$ cat src/rtl/imem_sram_responder_pkg.sv
// Shared types and helpers for the SRAM responder.
//   resp_state_t    : responder FSM states (IDLE waits for a request,
//                     WAIT counts down the wait states of the current request)
//   MAX_WAIT_STATES : largest supported WAIT_STATES value (cnt is 4 bits wide)
//   be_to_bwen()    : expands active-high byte enables into the active-low
//                     per-bit write mask of the macro
package ram_resp_pkg;

  localparam int MAX_WAIT_STATES = 15;

  // Widest data path supported by be_to_bwen; callers cast the result down.
  localparam int MAX_DW = 512;

  typedef enum logic [0:0] {
    IDLE = 1'b0,
    WAIT = 1'b1
  } resp_state_t;

  function automatic logic [MAX_DW-1:0] be_to_bwen(input logic [MAX_DW/8-1:0] be);
    logic [MAX_DW-1:0] mask;
    for (int i = 0; i < MAX_DW / 8; i++) begin
      mask[8*i +: 8] = {8{~be[i]}};
    end
    return mask;
  endfunction

endpackage

$ cat src/rtl/imem_sram_responder_if.sv
// Ram_if request/response bundle between a client (master) and the
// memory-side responder (slave).
//   en/addr/we/be/data_w : request from the client
//   data_r               : read data, held until the next read response
//   delay                : stall from the responder
//   err                  : one-cycle pulse after an out-of-range request
//
// Handshake: a request is offered by raising en with addr/we/be/data_w valid.
// It is accepted on a rising clk edge where en=1 and delay=0. While delay=1
// the client must keep en high and the request fields unchanged; dropping en
// during a stall abandons the request without any memory side effect.
interface imem_sram_responder_if #(
  parameter int DATA_WIDTH = 32,
  parameter int ADDR_WIDTH = 32
) ();

  logic                    en;
  logic [ADDR_WIDTH-1:0]   addr;
  logic                    we;
  logic [DATA_WIDTH/8-1:0] be;
  logic [DATA_WIDTH-1:0]   data_w;
  logic [DATA_WIDTH-1:0]   data_r;
  logic                    delay;
  logic                    err;

  modport master (
    output en, addr, we, be, data_w,
    input  data_r, delay, err
  );

  modport slave (
    input  en, addr, we, be, data_w,
    output data_r, delay, err
  );

endinterface

$ cat src/rtl/imem_sram_responder_hold.sv
// Read-response path of the SRAM responder.
//   clk, reset  : clock and synchronous active-high reset
//   rd_accept   : a read is accepted this cycle
//   rd_in_range : the accepted read targets an existing macro word
//   sram_q      : macro read data (valid the cycle after the read edge)
//   data_r      : read data towards the client
// In the response cycle data_r comes straight from the macro (or zero for an
// out-of-range read) and the same value is captured, so data_r stays stable
// until the next read response.
module ram_resp_hold #(
  parameter int DATA_WIDTH = 32
) (
  input  logic                  clk,
  input  logic                  reset,
  input  logic                  rd_accept,
  input  logic                  rd_in_range,
  input  logic [DATA_WIDTH-1:0] sram_q,
  output logic [DATA_WIDTH-1:0] data_r
);

  logic                  rsp_valid;
  logic                  rsp_in_range;
  logic [DATA_WIDTH-1:0] hold_q;
  logic [DATA_WIDTH-1:0] rsp_data;

  assign rsp_data = rsp_in_range ? sram_q : '0;
  assign data_r   = rsp_valid ? rsp_data : hold_q;

  always_ff @(posedge clk) begin
    if (reset) begin
      rsp_valid    <= 1'b0;
      rsp_in_range <= 1'b0;
      hold_q       <= '0;
    end else begin
      rsp_valid    <= rd_accept;
      rsp_in_range <= rd_in_range;
      if (rsp_valid) begin
        hold_q <= rsp_data;
      end
    end
  end

endmodule

$ cat src/rtl/imem_sram_responder.sv
// Memory-side endpoint of the Ram_if protocol driving one single-port SRAM
// macro with active-low controls.
//   clk, reset : clock and synchronous active-high reset
//   bus        : Ram_if slave (en/addr/we/be/data_w in, data_r/delay/err out)
//   sram_csn   : chip select, active-low
//   sram_wen   : write enable, active-low
//   sram_bwen  : per-bit write mask, active-low
//   sram_a     : macro word address
//   sram_d     : macro write data
//   sram_q     : macro read data, one cycle after a read edge
//   state_dbg  : current FSM state (0 = IDLE, 1 = WAIT)
// Each request is stalled for WAIT_STATES cycles before acceptance. Requests
// outside the macro never touch it and raise err one cycle after acceptance.
module imem_sram_responder
  import ram_resp_pkg::*;
#(
  parameter int DATA_WIDTH  = 32,
  parameter int ADDR_WIDTH  = 32,
  parameter int SRAM_DEPTH  = 4096,
  parameter int WAIT_STATES = 0,
  parameter int SRAM_AW     = $clog2(SRAM_DEPTH)
) (
  input  logic                  clk,
  input  logic                  reset,
  imem_sram_responder_if.slave  bus,
  output logic                  sram_csn,
  output logic                  sram_wen,
  output logic [DATA_WIDTH-1:0] sram_bwen,
  output logic [SRAM_AW-1:0]    sram_a,
  output logic [DATA_WIDTH-1:0] sram_d,
  input  logic [DATA_WIDTH-1:0] sram_q,
  output logic [0:0]            state_dbg
);

  localparam logic [0:0] S_IDLE = IDLE;
  localparam logic [0:0] S_WAIT = WAIT;
  localparam logic [3:0] WS     = 4'(WAIT_STATES);

  logic [0:0] state;
  logic [3:0] cnt;
  logic       stall;
  logic       accept;
  logic       in_range;
  logic       err_q;

  // Extra MSB keeps the compare correct when SRAM_DEPTH equals 2**ADDR_WIDTH.
  assign in_range = ({1'b0, bus.addr} < (ADDR_WIDTH + 1)'(SRAM_DEPTH));

  // In IDLE the first request cycle already stalls when wait states exist;
  // in WAIT the stall lasts until the countdown reaches zero.
  always_comb begin
    stall = 1'b0;
    if (bus.en) begin
      if (state == S_IDLE) begin
        stall = (WAIT_STATES != 0);
      end else begin
        stall = (cnt != 4'd0);
      end
    end
  end

  assign bus.delay = stall && !reset;
  assign accept    = bus.en && !stall && !reset;
  assign bus.err   = err_q;
  assign state_dbg = state;

  always_ff @(posedge clk) begin
    if (reset) begin
      state <= S_IDLE;
      cnt   <= 4'd0;
      err_q <= 1'b0;
    end else begin
      err_q <= accept && !in_range;
      if (state == S_IDLE) begin
        if (bus.en && (WAIT_STATES != 0)) begin
          state <= S_WAIT;
          cnt   <= WS - 4'd1;
        end
      end else begin
        // Dropping en mid-stall abandons the request without acceptance.
        if (!bus.en || (cnt == 4'd0)) begin
          state <= S_IDLE;
          cnt   <= 4'd0;
        end else begin
          cnt <= cnt - 4'd1;
        end
      end
    end
  end

  // Chip select stays low through the wait states so the macro keeps reading
  // the held address; the last read edge is the acceptance edge.
  assign sram_csn  = !(bus.en && in_range && !reset);
  assign sram_wen  = !(accept && bus.we && in_range);
  assign sram_bwen = reset ? '1 : DATA_WIDTH'(be_to_bwen((MAX_DW / 8)'(bus.be)));
  assign sram_a    = bus.addr[SRAM_AW-1:0];
  assign sram_d    = bus.data_w;

  ram_resp_hold #(
    .DATA_WIDTH (DATA_WIDTH)
  ) u_hold (
    .clk         (clk),
    .reset       (reset),
    .rd_accept   (accept && !bus.we),
    .rd_in_range (in_range),
    .sram_q      (sram_q),
    .data_r      (bus.data_r)
  );

endmodule

$ cat src/flat_wrapper.sv
// flat-port wrapper written by rule: the top's interface ports become plain ports
module imem_sram_responder_flat import ram_resp_pkg::*;
#(
  parameter int DATA_WIDTH  = 32,
  parameter int ADDR_WIDTH  = 32,
  parameter int SRAM_DEPTH  = 4096,
  parameter int WAIT_STATES = 0,
  parameter int SRAM_AW     = $clog2(SRAM_DEPTH)
)
  (clk, reset, sram_csn, sram_wen, sram_bwen, sram_a, sram_d, sram_q, state_dbg, bus_en, bus_addr, bus_we, bus_be, bus_data_w, bus_data_r, bus_delay, bus_err);
  imem_sram_responder_if #(.DATA_WIDTH(DATA_WIDTH), .ADDR_WIDTH(ADDR_WIDTH)) bus_i ();
  input  logic clk;
  input  logic reset;
  output logic sram_csn;
  output logic sram_wen;
  output logic [DATA_WIDTH-1:0] sram_bwen;
  output logic [SRAM_AW-1:0] sram_a;
  output logic [DATA_WIDTH-1:0] sram_d;
  input  logic [DATA_WIDTH-1:0] sram_q;
  output logic [0:0] state_dbg;
  input wire logic [$bits(bus_i.en)-1:0] bus_en;
  input wire logic [$bits(bus_i.addr)-1:0] bus_addr;
  input wire logic [$bits(bus_i.we)-1:0] bus_we;
  input wire logic [$bits(bus_i.be)-1:0] bus_be;
  input wire logic [$bits(bus_i.data_w)-1:0] bus_data_w;
  output wire logic [$bits(bus_i.data_r)-1:0] bus_data_r;
  output wire logic [$bits(bus_i.delay)-1:0] bus_delay;
  output wire logic [$bits(bus_i.err)-1:0] bus_err;
  assign bus_i.en = bus_en;
  assign bus_i.addr = bus_addr;
  assign bus_i.we = bus_we;
  assign bus_i.be = bus_be;
  assign bus_i.data_w = bus_data_w;
  assign bus_data_r = bus_i.data_r;
  assign bus_delay = bus_i.delay;
  assign bus_err = bus_i.err;
  imem_sram_responder #(.DATA_WIDTH(DATA_WIDTH), .ADDR_WIDTH(ADDR_WIDTH), .SRAM_DEPTH(SRAM_DEPTH), .WAIT_STATES(WAIT_STATES), .SRAM_AW(SRAM_AW)) u_core (.clk(clk), .reset(reset), .bus(bus_i), .sram_csn(sram_csn), .sram_wen(sram_wen), .sram_bwen(sram_bwen), .sram_a(sram_a), .sram_d(sram_d), .sram_q(sram_q), .state_dbg(state_dbg));
endmodule
$ cat config.mk
export PLATFORM = sky130hd
export DESIGN_NAME = imem_sram_responder_flat
export DESIGN_NICKNAME = d
export VERILOG_FILES = /design/src/rtl/imem_sram_responder_pkg.sv /design/src/rtl/imem_sram_responder_if.sv /design/src/rtl/imem_sram_responder_hold.sv /design/src/rtl/imem_sram_responder.sv /design/src/flat_wrapper.sv
export SDC_FILE = /design/constraint.sdc
export NUM_CORES = 1
export LEC_CHECK = 0
export ABC_AREA = 1
export CAP_MARGIN = 20
export CORE_AREA = 2 2 92 94
export DETAILED_ROUTE_END_ITERATION = 8
export DIE_AREA = 0 0 94 96
export PLACE_DENSITY = 0.81
export RECOVER_POWER = 100
export SLEW_MARGIN = 20
export SYNTH_ARGS = -nofsm -noshare
export SYNTH_HDL_FRONTEND = slang
export SYNTH_HIERARCHICAL = 1
export SYNTH_SLANG_ARGS = --single-unit
$ cat constraint.sdc
create_clock -name clk -period 1.2 [get_ports clk]
set_input_delay 0.12 -clock clk [delete_from_list [all_inputs] [get_ports clk]]
set_output_delay 0.12 -clock clk [all_outputs]
set_load 0.01 [all_outputs]
==> flow_metrics.tcl <==
set metrics [dict create \
    outcome "finished, violations left" \
    violations "negative setup slack" \
    synth_cell_types 22 \
    hold_start "bus_addr[0]" \
    cpPeakStageDelay_ns 0.38 \
    r2r-start "u_core/u_hold/rsp_valid" \
    worst_pin_slew_ns 0.591 \
    viasPerCell 4.47 \
    max_slew_margin_pct 60.6 \
    core_area_sq_um 8050 \
    setup_viol_count_final 40 \
    io_buffers 128 \
    htreeDepth 2 \
    seqPwrFrac_pct 45.9 \
    hold_path.class "in2out" \
    die_y_um 96 \
    hpwl_mm 4.90 \
    grt_max_degree 36 \
    synth_area_per_cell_sq_um 8.15 \
    cts_root_buffer "clkbuf_8" \
    power_switching_mw 0.681 \
    p_leak_nw 2.09 \
    reg2reg_depth 9 \
    total_power_mw 2.89 \
    finalHoldViolCount 0 \
    antenna_found_initial 0 \
    power_frac_comb_pct 16.6 \
    fmax_ghz 0.696 \
    drt_iter0_drc 24 \
    ys_ff_latch 40 \
    setup.worst_path.end_class "primary output" \
    grt.overflow.total 0 \
    r2r_end "u_core/u_hold/hold_q[25]" \
    finalWorstSetupSlack_ns -0.237 \
    yosysSeqAreaShare_pct 30.8 \
    drt-total-wl_mm 8.25 \
    synth.most_common_cell "nand2_1" \
    required_ns 1.08 \
    grt_use_met1_pct 17.1 \
    slew_violations 0 \
    crit_arrival_ns 1.32 \
    finClkSkew_ns 0.00412 \
    fp.dieArea_sq_um 9020 \
    grt_pass1_wl_mm 12.0 \
    die_w_um 94 \
    min_to "sram_a[0]" \
    start_util_pct 32.3 \
    clkLatencyLatePin_ns 0.29 \
    cts.clk_slew.worst_paths_ns 0.08 \
    gp_congestion 0.737 \
    ys.flop_type "dfxtp_1" \
    netSwitchingFraction_pct 23.6 \
    first_pass_iters 4 \
    fin_cells 589 \
    synth_edf_count 0 \
    synth-warning-count 6 \
    synth_common_cells "81 x nand2_1, 75 x buf_4, 40 x dfxtp_1, 32 x nand3_2, 30 x a21oi_2" \
    std_cell_rows 33 \
    worst-path-buf-inv 5 \
    dr_total_vias 2632 \
    cp_top_family "buffers and inverters" \
    layout_min_cycle_time_ns 1.44 \
    busiest_layer "met2" \
    clock-sinks 40 \
    syn_inst 319 \
    met3_usage_pct 4.86 \
    ant_nets 0 \
    synthesis.area_sq_um 2600 \
    layout.nets 588 \
    dpl.cell_count 542 \
    synthArstFlopShare_pct 0 \
    startpoint_type "register" \
    ff2ff_setup_slack_ns -0.16 \
    syn_nets 424 \
    drive_gt1_share_pct 63.4 \
    grt_use_met2_pct 32.6 \
    post-route-drc-count 0 \
    synth_top_area_share_pct 30.8 \
    cp_slowest_cell "dfxtp_4" \
    vdd_drop_max_v 0.000422 \
    clockBufferDepth 2 \
    drv_cap 0 \
    internal_power_mw 2.21 \
    area_growth_pct 82.6 \
    p_per_area_nw_per_um2 609 \
    io_pins 217 \
    synth_area_leaders "dfxtp_1 31%, buf_4 22%, nand3_2 12%" \
    crit_path_max_fanout 7 \
    worstSetupPathType "reg2out" \
    cts_tree "built" \
    worstSetupPathDepth 7 \
    grt_pass1_vias 2668 \
    rsz0062_at_grt "yes" \
    diodes 0 \
    yosysTopAreaCell "dfxtp_1" \
    detail_route.wl_per_cell_um 14.0 \
    period_share_pct 120 \
    fillers 706 \
    grt_usage_pct 16.9 \
    p_clk_share_pct 37.5 \
    cts_buffers 5 \
    worst_hold_path.num_cells 0 \
    path_cells "buf_12 -> inv_12 -> buf_12 -> buf_6 -> nand2_4 -> nand2_2 -> buf_6" \
]
-- area by class of cell --
| cell class | instances | area (sq um) | area share (%) |
|---|---|---|---|
| Timing Repair Buffer | 243 | 2210 | 46.6 |
| Clock buffer | 6 | 72.6 | 1.53 |
| Tap cell | 105 | 131 | 2.77 |
| Inverter | 13 | 61.3 | 1.29 |
| Multi-Input combinational cell | 180 | 1420 | 29.9 |
| Clock inverter | 2 | 35.0 | 0.738 |
| Sequential cell | 40 | 812 | 17.1 |
-- kinds of logic after synthesis --
family	after synthesis	synth area share, %
AOI/OAI and AO/OA	36	11.5
xor gates and xnor gates	2	0.674
adders and majority gates	1	0.481
buffers and inverters	99	27.4
DFF	40	30.8
and+or+nand+nor	141	29.1
-- placed cells by master, fill, tap and decap left out, drive strengths merged --
| cell type | synthesis | routed |
|---|---|---|
| clkdlybuf4s15 | 0 | 5 |
| dfxtp | 40 | 40 |
| o21ai | 2 | 2 |
| clkbuf | 0 | 17 |
| nand2 | 83 | 83 |
| or2 | 1 | 1 |
| ha | 1 | 1 |
| clkdlybuf4s50 | 0 | 38 |
| nor2 | 21 | 21 |
| and2 | 1 | 1 |
| inv | 13 | 13 |
| xor2 | 1 | 1 |
| xnor2 | 1 | 1 |
| bufinv | 0 | 1 |
| a21oi | 34 | 34 |
| dlygate4sd2 | 0 | 39 |
| clkinv | 0 | 1 |
| nand3 | 35 | 35 |
| buf | 86 | 150 |
-- how the worst max path moves through the flow --
stage | slack [ns] | to | from
after floorplan | 0.16 | sram_wen | u_core/cnt[0]
after global placement | -0.44 | sram_csn | bus_addr[21]
after detailed placement | -0.48 | sram_wen | bus_addr[29]
after CTS | -0.29 | bus_data_r[4] | u_core/u_hold/rsp_valid
after global routing | -0.30 | bus_data_r[28] | u_core/u_hold/rsp_valid
final | -0.24 | bus_data_r[25] | u_core/u_hold/rsp_valid
-- registers in the layout, summed over array words and instances, names as in the netlist --
register and flops:
u_core/u_hold/rsp_in_range 1, u_core/cnt 4, u_core/bus.err 1, u_core/u_hold/hold_q 32
u_core/u_hold/rsp_valid 1, u_core/state_dbg 1
-- power by group through the flow --
| stage | logic [mW] | clock network, mW | registers (mW) |
|---|---|---|---|
| floorplan | 0.339 | 0 | 1.36 |
| global placement | 0.463 | 0 | 1.36 |
| detailed placement | 0.467 | 0 | 1.36 |
| CTS | 0.475 | 1.13 | 1.33 |
| global route | 0.512 | 1.18 | 1.33 |
| finish | 0.479 | 1.09 | 1.33 |
-- what timing repair did --
item	CTS	global route
cloned	3	1
buffers inserted	28	17
hold buffers	0	0
endpoints found under the setup margin	69	47
resized for setup	260	108
pin swaps	29	39
-- per-layer routing --
layer	vias to the layer above	part of all wire, %
met1	1211	37
met2	132	54
met3	23	6.6
li1	1266	-
met4	0	2.4
met5	-	0
-- metrics by stage --
stage	hold WS (ns)	util (%)	TNS (ns)	worst slack, ns	instance area (sq um)
after floorplan	0.257	-	0	0.160	2600
after global placement	0.240	49.4	-16.94	-0.440	3980
after detailed placement	0.240	49.4	-17.45	-0.480	3980
after CTS	0.240	54.6	-7.79	-0.287	4390
after global routing	0.240	59.0	-9.06	-0.297	4750
final	0.240	59.0	-6.54	-0.237	4750
No activity file was read; power rests on OpenSTA's default activity.
==> RTL change 1 (same settings) <==
Add an input register stage for `sram_q`, with the module's reset; this delays it by one clock. The other inputs are not delayed to match. Comments in the files are not updated.
--- a/src/rtl/imem_sram_responder.sv
+++ b/src/rtl/imem_sram_responder.sv
@@ -35,6 +35,16 @@
   localparam logic [0:0] S_IDLE = IDLE;
   localparam logic [0:0] S_WAIT = WAIT;
   localparam logic [3:0] WS     = 4'(WAIT_STATES);
+
+  logic [DATA_WIDTH-1:0] sram_q_q;
+
+  always_ff @(posedge clk) begin
+    if (reset) begin
+      sram_q_q <= '0;
+    end else begin
+      sram_q_q <= sram_q;
+    end
+  end
 
   logic [0:0] state;
   logic [3:0] cnt;
@@ -103,7 +113,7 @@
     .reset       (reset),
     .rd_accept   (accept && !bus.we),
     .rd_in_range (in_range),
-    .sram_q      (sram_q),
+    .sram_q      (sram_q_q),
     .data_r      (bus.data_r)
   );
 
Function: changed (a bounded check fails within 4 cycles, from zero or initial values and one cycle with reset high).
==> RTL change 1 against the original RTL <==
- the flow still finishes with violations (negative setup slack)
- utilization is 18 points higher
- wire length is 43% higher
- clock power is 76% higher
- cell area is 31% higher
- total power is 72% higher
- maximum frequency is 7.4% lower
- largest power group unchanged
- setup slack worse by 0.12 ns
- sequential cell count is 32 higher
- sequential share of layout area is 6.2 points higher
- synthesized area is 36% higher
==> RTL change 1: results (changes against the original RTL) <==
post-cts sizing count=266 (was 260); Setup Buffers After CTS=27 (was 28); Hold Startpoint=reset (was bus_addr[0]); Post-synth top cells=80 x nand2_1, 75 x buf_4, 72 x dfxtp_1, 51 x nor2_1, 43 x inv_1 (was 81 x nand2_1, 75 x buf_4, 40 x dfxtp_1, 32 x nand3_2, 30 x a21oi_2); drt wl/cell=16.5 um (was 14.0 um); Synthesized Nets=528 (was 424); Reg2Reg Depth=11 (was 9); biggest regs=u_core/sram_q_q x32, u_core/u_hold/hold_q x32, u_core/cnt x4 (was u_core/u_hold/hold_q x32, u_core/cnt x4); post-synthesis cell type count=24 (was 22); Hold Path Class=in2reg (was in2out); H-tree Lvls=3 (was 2); first-pass GRT wire length=14700 um (was 12000 um); routed wire length=11800 um (was 8250 um); # setup viols final=52 (was 40); setup ws final=-0.352 ns (was -0.237 ns); Starting DRT DRC Count=76 (was 24); violated checks=negative setup slack (unchanged); end point of the critical path=sram_wen (was bus_data_r[25]); DP Area=4910 um^2 (was 3980 um^2); Fill cells=532 (was 706); vias in the first global route=3062 (was 2668); Pleak=2.79 nW (was 2.09 nW); routed vias=3289 (was 2632); crit path DAT=1.43 ns (was 1.32 ns); Worst-Skew Late Latency=0.34 ns (was 0.29 ns); share of layout cells above drive strength 1=54.9% (was 63.4%); VDD IR-drop max=0.694 mV (was 0.422 mV); Max stage delay on crit path=0.33 ns (was 0.38 ns); Hold Path End=u_core/state_dbg$_SDFF_PP0_ (was sram_a[0]); outcome=finished with violations (unchanged); Slew HR=39.6% (was 60.6%); DRT met1 WL=4210 um (was 3050 um); setup TNS=-10.31 ns (was -6.54 ns)
[RTL change 1: cell types whose count changed after synthesis]
cell / change
dfxtp_1: +32
buf_6: +1
inv_2: +2
nor2_1: +33
nor2_4: +1
buf_2: +3
a21oi_1: -2
or2_2: -1
nor3_1: +2
a22oi_4: +1
o21ai_2: -1
nand4_1: +1
nand2_1: -1
inv_1: +33
[RTL change 1: power by group through the flow]
| stage | Clock [mW] | Sequential (mW) | Combinational, mW |
|---|---|---|---|
| finish | 1.92 | 2.49 | 0.561 |
| global route | 2.04 | 2.49 | 0.600 |
| CTS | 1.95 | 2.48 | 0.518 |
| detailed placement | 0 | 2.53 | 0.541 |
| global placement | 0 | 2.53 | 0.532 |
| floorplan | 0 | 2.53 | 0.405 |
[RTL change 1: area by class of cell]
class	instances	area, um^2	area share [%]
inverter	48	188	3.01
timing repair buffer	259	2540	40.8
clock buffer	10	128	2.05
multi-input combinational	213	1730	27.7
tap	105	131	2.11
sequential	72	1450	23.3
clock inverter	6	67.6	1.08
==> RTL change 2 (config.mk and constraints unchanged) <==
Without the edit above. `ADDR_WIDTH` is set to 32 in 3 places; all go to 16.
--- a/src/rtl/imem_sram_responder_if.sv
+++ b/src/rtl/imem_sram_responder_if.sv
@@ -11,7 +11,7 @@
 // during a stall abandons the request without any memory side effect.
 interface imem_sram_responder_if #(
   parameter int DATA_WIDTH = 32,
-  parameter int ADDR_WIDTH = 32
+  parameter int ADDR_WIDTH = 16
 ) ();
 
   logic                    en;
--- a/src/rtl/imem_sram_responder.sv
+++ b/src/rtl/imem_sram_responder.sv
@@ -15,7 +15,7 @@
   import ram_resp_pkg::*;
 #(
   parameter int DATA_WIDTH  = 32,
-  parameter int ADDR_WIDTH  = 32,
+  parameter int ADDR_WIDTH  = 16,
   parameter int SRAM_DEPTH  = 4096,
   parameter int WAIT_STATES = 0,
   parameter int SRAM_AW     = $clog2(SRAM_DEPTH)
--- a/src/flat_wrapper.sv
+++ b/src/flat_wrapper.sv
@@ -2,7 +2,7 @@
 module imem_sram_responder_flat import ram_resp_pkg::*;
 #(
   parameter int DATA_WIDTH  = 32,
-  parameter int ADDR_WIDTH  = 32,
+  parameter int ADDR_WIDTH  = 16,
   parameter int SRAM_DEPTH  = 4096,
   parameter int WAIT_STATES = 0,
   parameter int SRAM_AW     = $clog2(SRAM_DEPTH)
Ports: changed (resized bus_addr); port bits go from 217 to 201. No check against the original RTL was run, so the function may have changed too.
==> RTL change 2 against the original RTL <==
- the run still ends with negative setup slack left
- total power down 8.8%
- register-to-register slack better by 0.09 ns
- setup slack gained 0.0064 ns
- cell area down 8.1%
- sequential cell count is the same
- cell count down 7.6%
- wire length is 11% lower
- synthesized area fell by 2.8%
==> RTL change 2: results (changes against the original RTL) <==
post-DP HPWL=4650 um (was 4900 um); Post-synth top cells=82 x nand2_1, 75 x buf_4, 40 x dfxtp_1, 31 x nand3_2, 30 x a21oi_2 (was 81 x nand2_1, 75 x buf_4, 40 x dfxtp_1, 32 x nand3_2, 30 x a21oi_2); CTS root buf=clkbuf_8 (unchanged); post-synthesis cell type count=17 (was 22); violated checks=negative setup slack (unchanged); Via-to-Cell Ratio=4.46 (was 4.47); Hold Startpoint=bus_addr[10] (was bus_addr[0]); sequential area share after synthesis=31.7% (was 30.8%); internal power=1.97 mW (was 2.21 mW); crit path max fanout=7 (unchanged); Pleak=1.87 nW (was 2.09 nW); share of layout cells above drive strength 1=57.6% (was 63.4%); worst reg2reg startpoint=u_core/cnt[0]$_SDFFE_PP0P_ (was u_core/u_hold/rsp_valid$_SDFF_PP0_); # setup viols final=38 (was 40); biggest regs=u_core/u_hold/hold_q x32, u_core/cnt x4 (unchanged); Tot GR Track Use=15.4% (was 16.9%); routed wire length=7340 um (was 8250 um); RD Place Congestion=0.712 (was 0.737); DP Area=3730 um^2 (was 3980 um^2); clock buffer depth=2 (unchanged); Critical Path Start=u_core/u_hold/rsp_valid$_SDFF_PP0_ (unchanged); H-tree Lvls=2 (unchanged); Worst Tran Pin Value=0.552 ns (was 0.591 ns); Worst-Skew Late Latency=0.29 ns (about the same); Synth area leaders=dfxtp_1 32%, buf_4 22%, nand3_2 12% (was dfxtp_1 31%, buf_4 22%, nand3_2 12%); nets@finish=528 (was 588); clk_skew=0.00445 ns (was 0.00412 ns); Starting DRT DRC Count=50 (was 24); vias in the first global route=2450 (was 2668); VDD IR-drop max=0.405 mV (was 0.422 mV); outcome=finished with violations (unchanged); Area Growth Syn to Fin=72.8% (was 82.6%); PortBufs=112 (was 128); setup ws final=-0.230 ns (was -0.237 ns); Hold Path Class=in2out (unchanged); Synthesized Nets=398 (was 424); TritonCTS Buffers=5 (unchanged); first-pass GRT wire length=11000 um (was 12000 um)
==> RTL change 2: changes by cell type after synthesis, sizes merged <==
cell   delta
a21oi     -1
nand2     -1
nor2      -5
xor2      -1
xnor2     -1
and2      -1
==> RTL change 2: final timing paths <==
| check | endpoint | slack [ns] | cells past startpoint |
|---|---|---|---|
| min reg2reg | u_core/u_hold/hold_q[16]$_SDFF_PP0_ | 0.48 | 2 |
| min | sram_a[10] | 0.24 | 0 |
| max reg2reg | u_core/u_hold/rsp_valid$_SDFF_PP0_ | -0.07 | 9 |
| max | bus_data_r[25] | -0.23 | 6 |
==> RTL change 2: repair_timing <==
item                                    4_1_cts  5_1_grt
endpoints found under the setup margin       69       52
gates cloned                                  3        1
gates resized for setup                     228       89
setup buffers                                17       14
pin swaps                                    21       31
==> RTL change 2: worst max-delay path, stage by stage, from the launching register on <==
cell	delay, ns
dfxtp_4	0.36
buf_12	0.13
buf_12	0.12
buf_12	0.14
nand3_4	0.09
nand2_2	0.06
buf_6	0.12
==> RTL change 2: cell type report <==
class | instances | area (um^2)
Clock buffer | 6 | 72.6
Tap cell | 105 | 131
Multi-Input combinational cell | 170 | 1370
Timing Repair Buffer | 209 | 1910
Inverter | 13 | 61.3
Fill cell | 737 | 3690
Clock inverter | 1 | 5.00
Sequential cell | 40 | 813
==> RTL change 2: cell families (layout without fill, tap and decap cells) <==
| group | Yosys count | after routing | synth area share, % |
|---|---|---|---|
| AND/OR/NAND/NOR | 134 | 134 | 28.2 |
| flip-flops | 40 | 40 | 31.7 |
| buffers and inverters | 99 | 229 | 28.2 |
| adder cells (fa/ha/maj) | 1 | 1 | 0.495 |
| AO/OA/AOI/OAI | 35 | 35 | 11.4 |
==> RTL change 2: per-stage QoR <==
step,std cells,hold WS (ns),setup WS (ns),TNS (ns),total power [mW]
6_report,544,0.240,-0.230,-6.17,2.64
5_1_grt,544,0.240,-0.289,-8.80,2.76
3_5_place_dp,512,0.240,-0.357,-15.56,1.80
2_1_floorplan,309,0.257,0.0742,0,1.71
4_1_cts,539,0.240,-0.265,-7.66,2.67
3_3_place_gp,512,0.240,-0.357,-14.80,1.80
==> RTL change 2: power by group through the flow <==
stage	clock network (mW)	logic, mW	registers (mW)
finish	0.840	0.467	1.33
floorplan	0	0.344	1.36
global placement	0	0.433	1.37
detailed placement	0	0.438	1.37
global route	0.938	0.496	1.33
CTS	0.879	0.456	1.33
==> RTL change 2: layer usage <==
layer | track usage (%) | vias up | share of wire (%)
met4 | 5.31 | 0 | 1.4
li1 | - | 1168 | -
met1 | 17.0 | 1135 | 39
met3 | 3.29 | 11 | 6.0
met2 | 29.2 | 110 | 54
met5 | 0 | - | 0
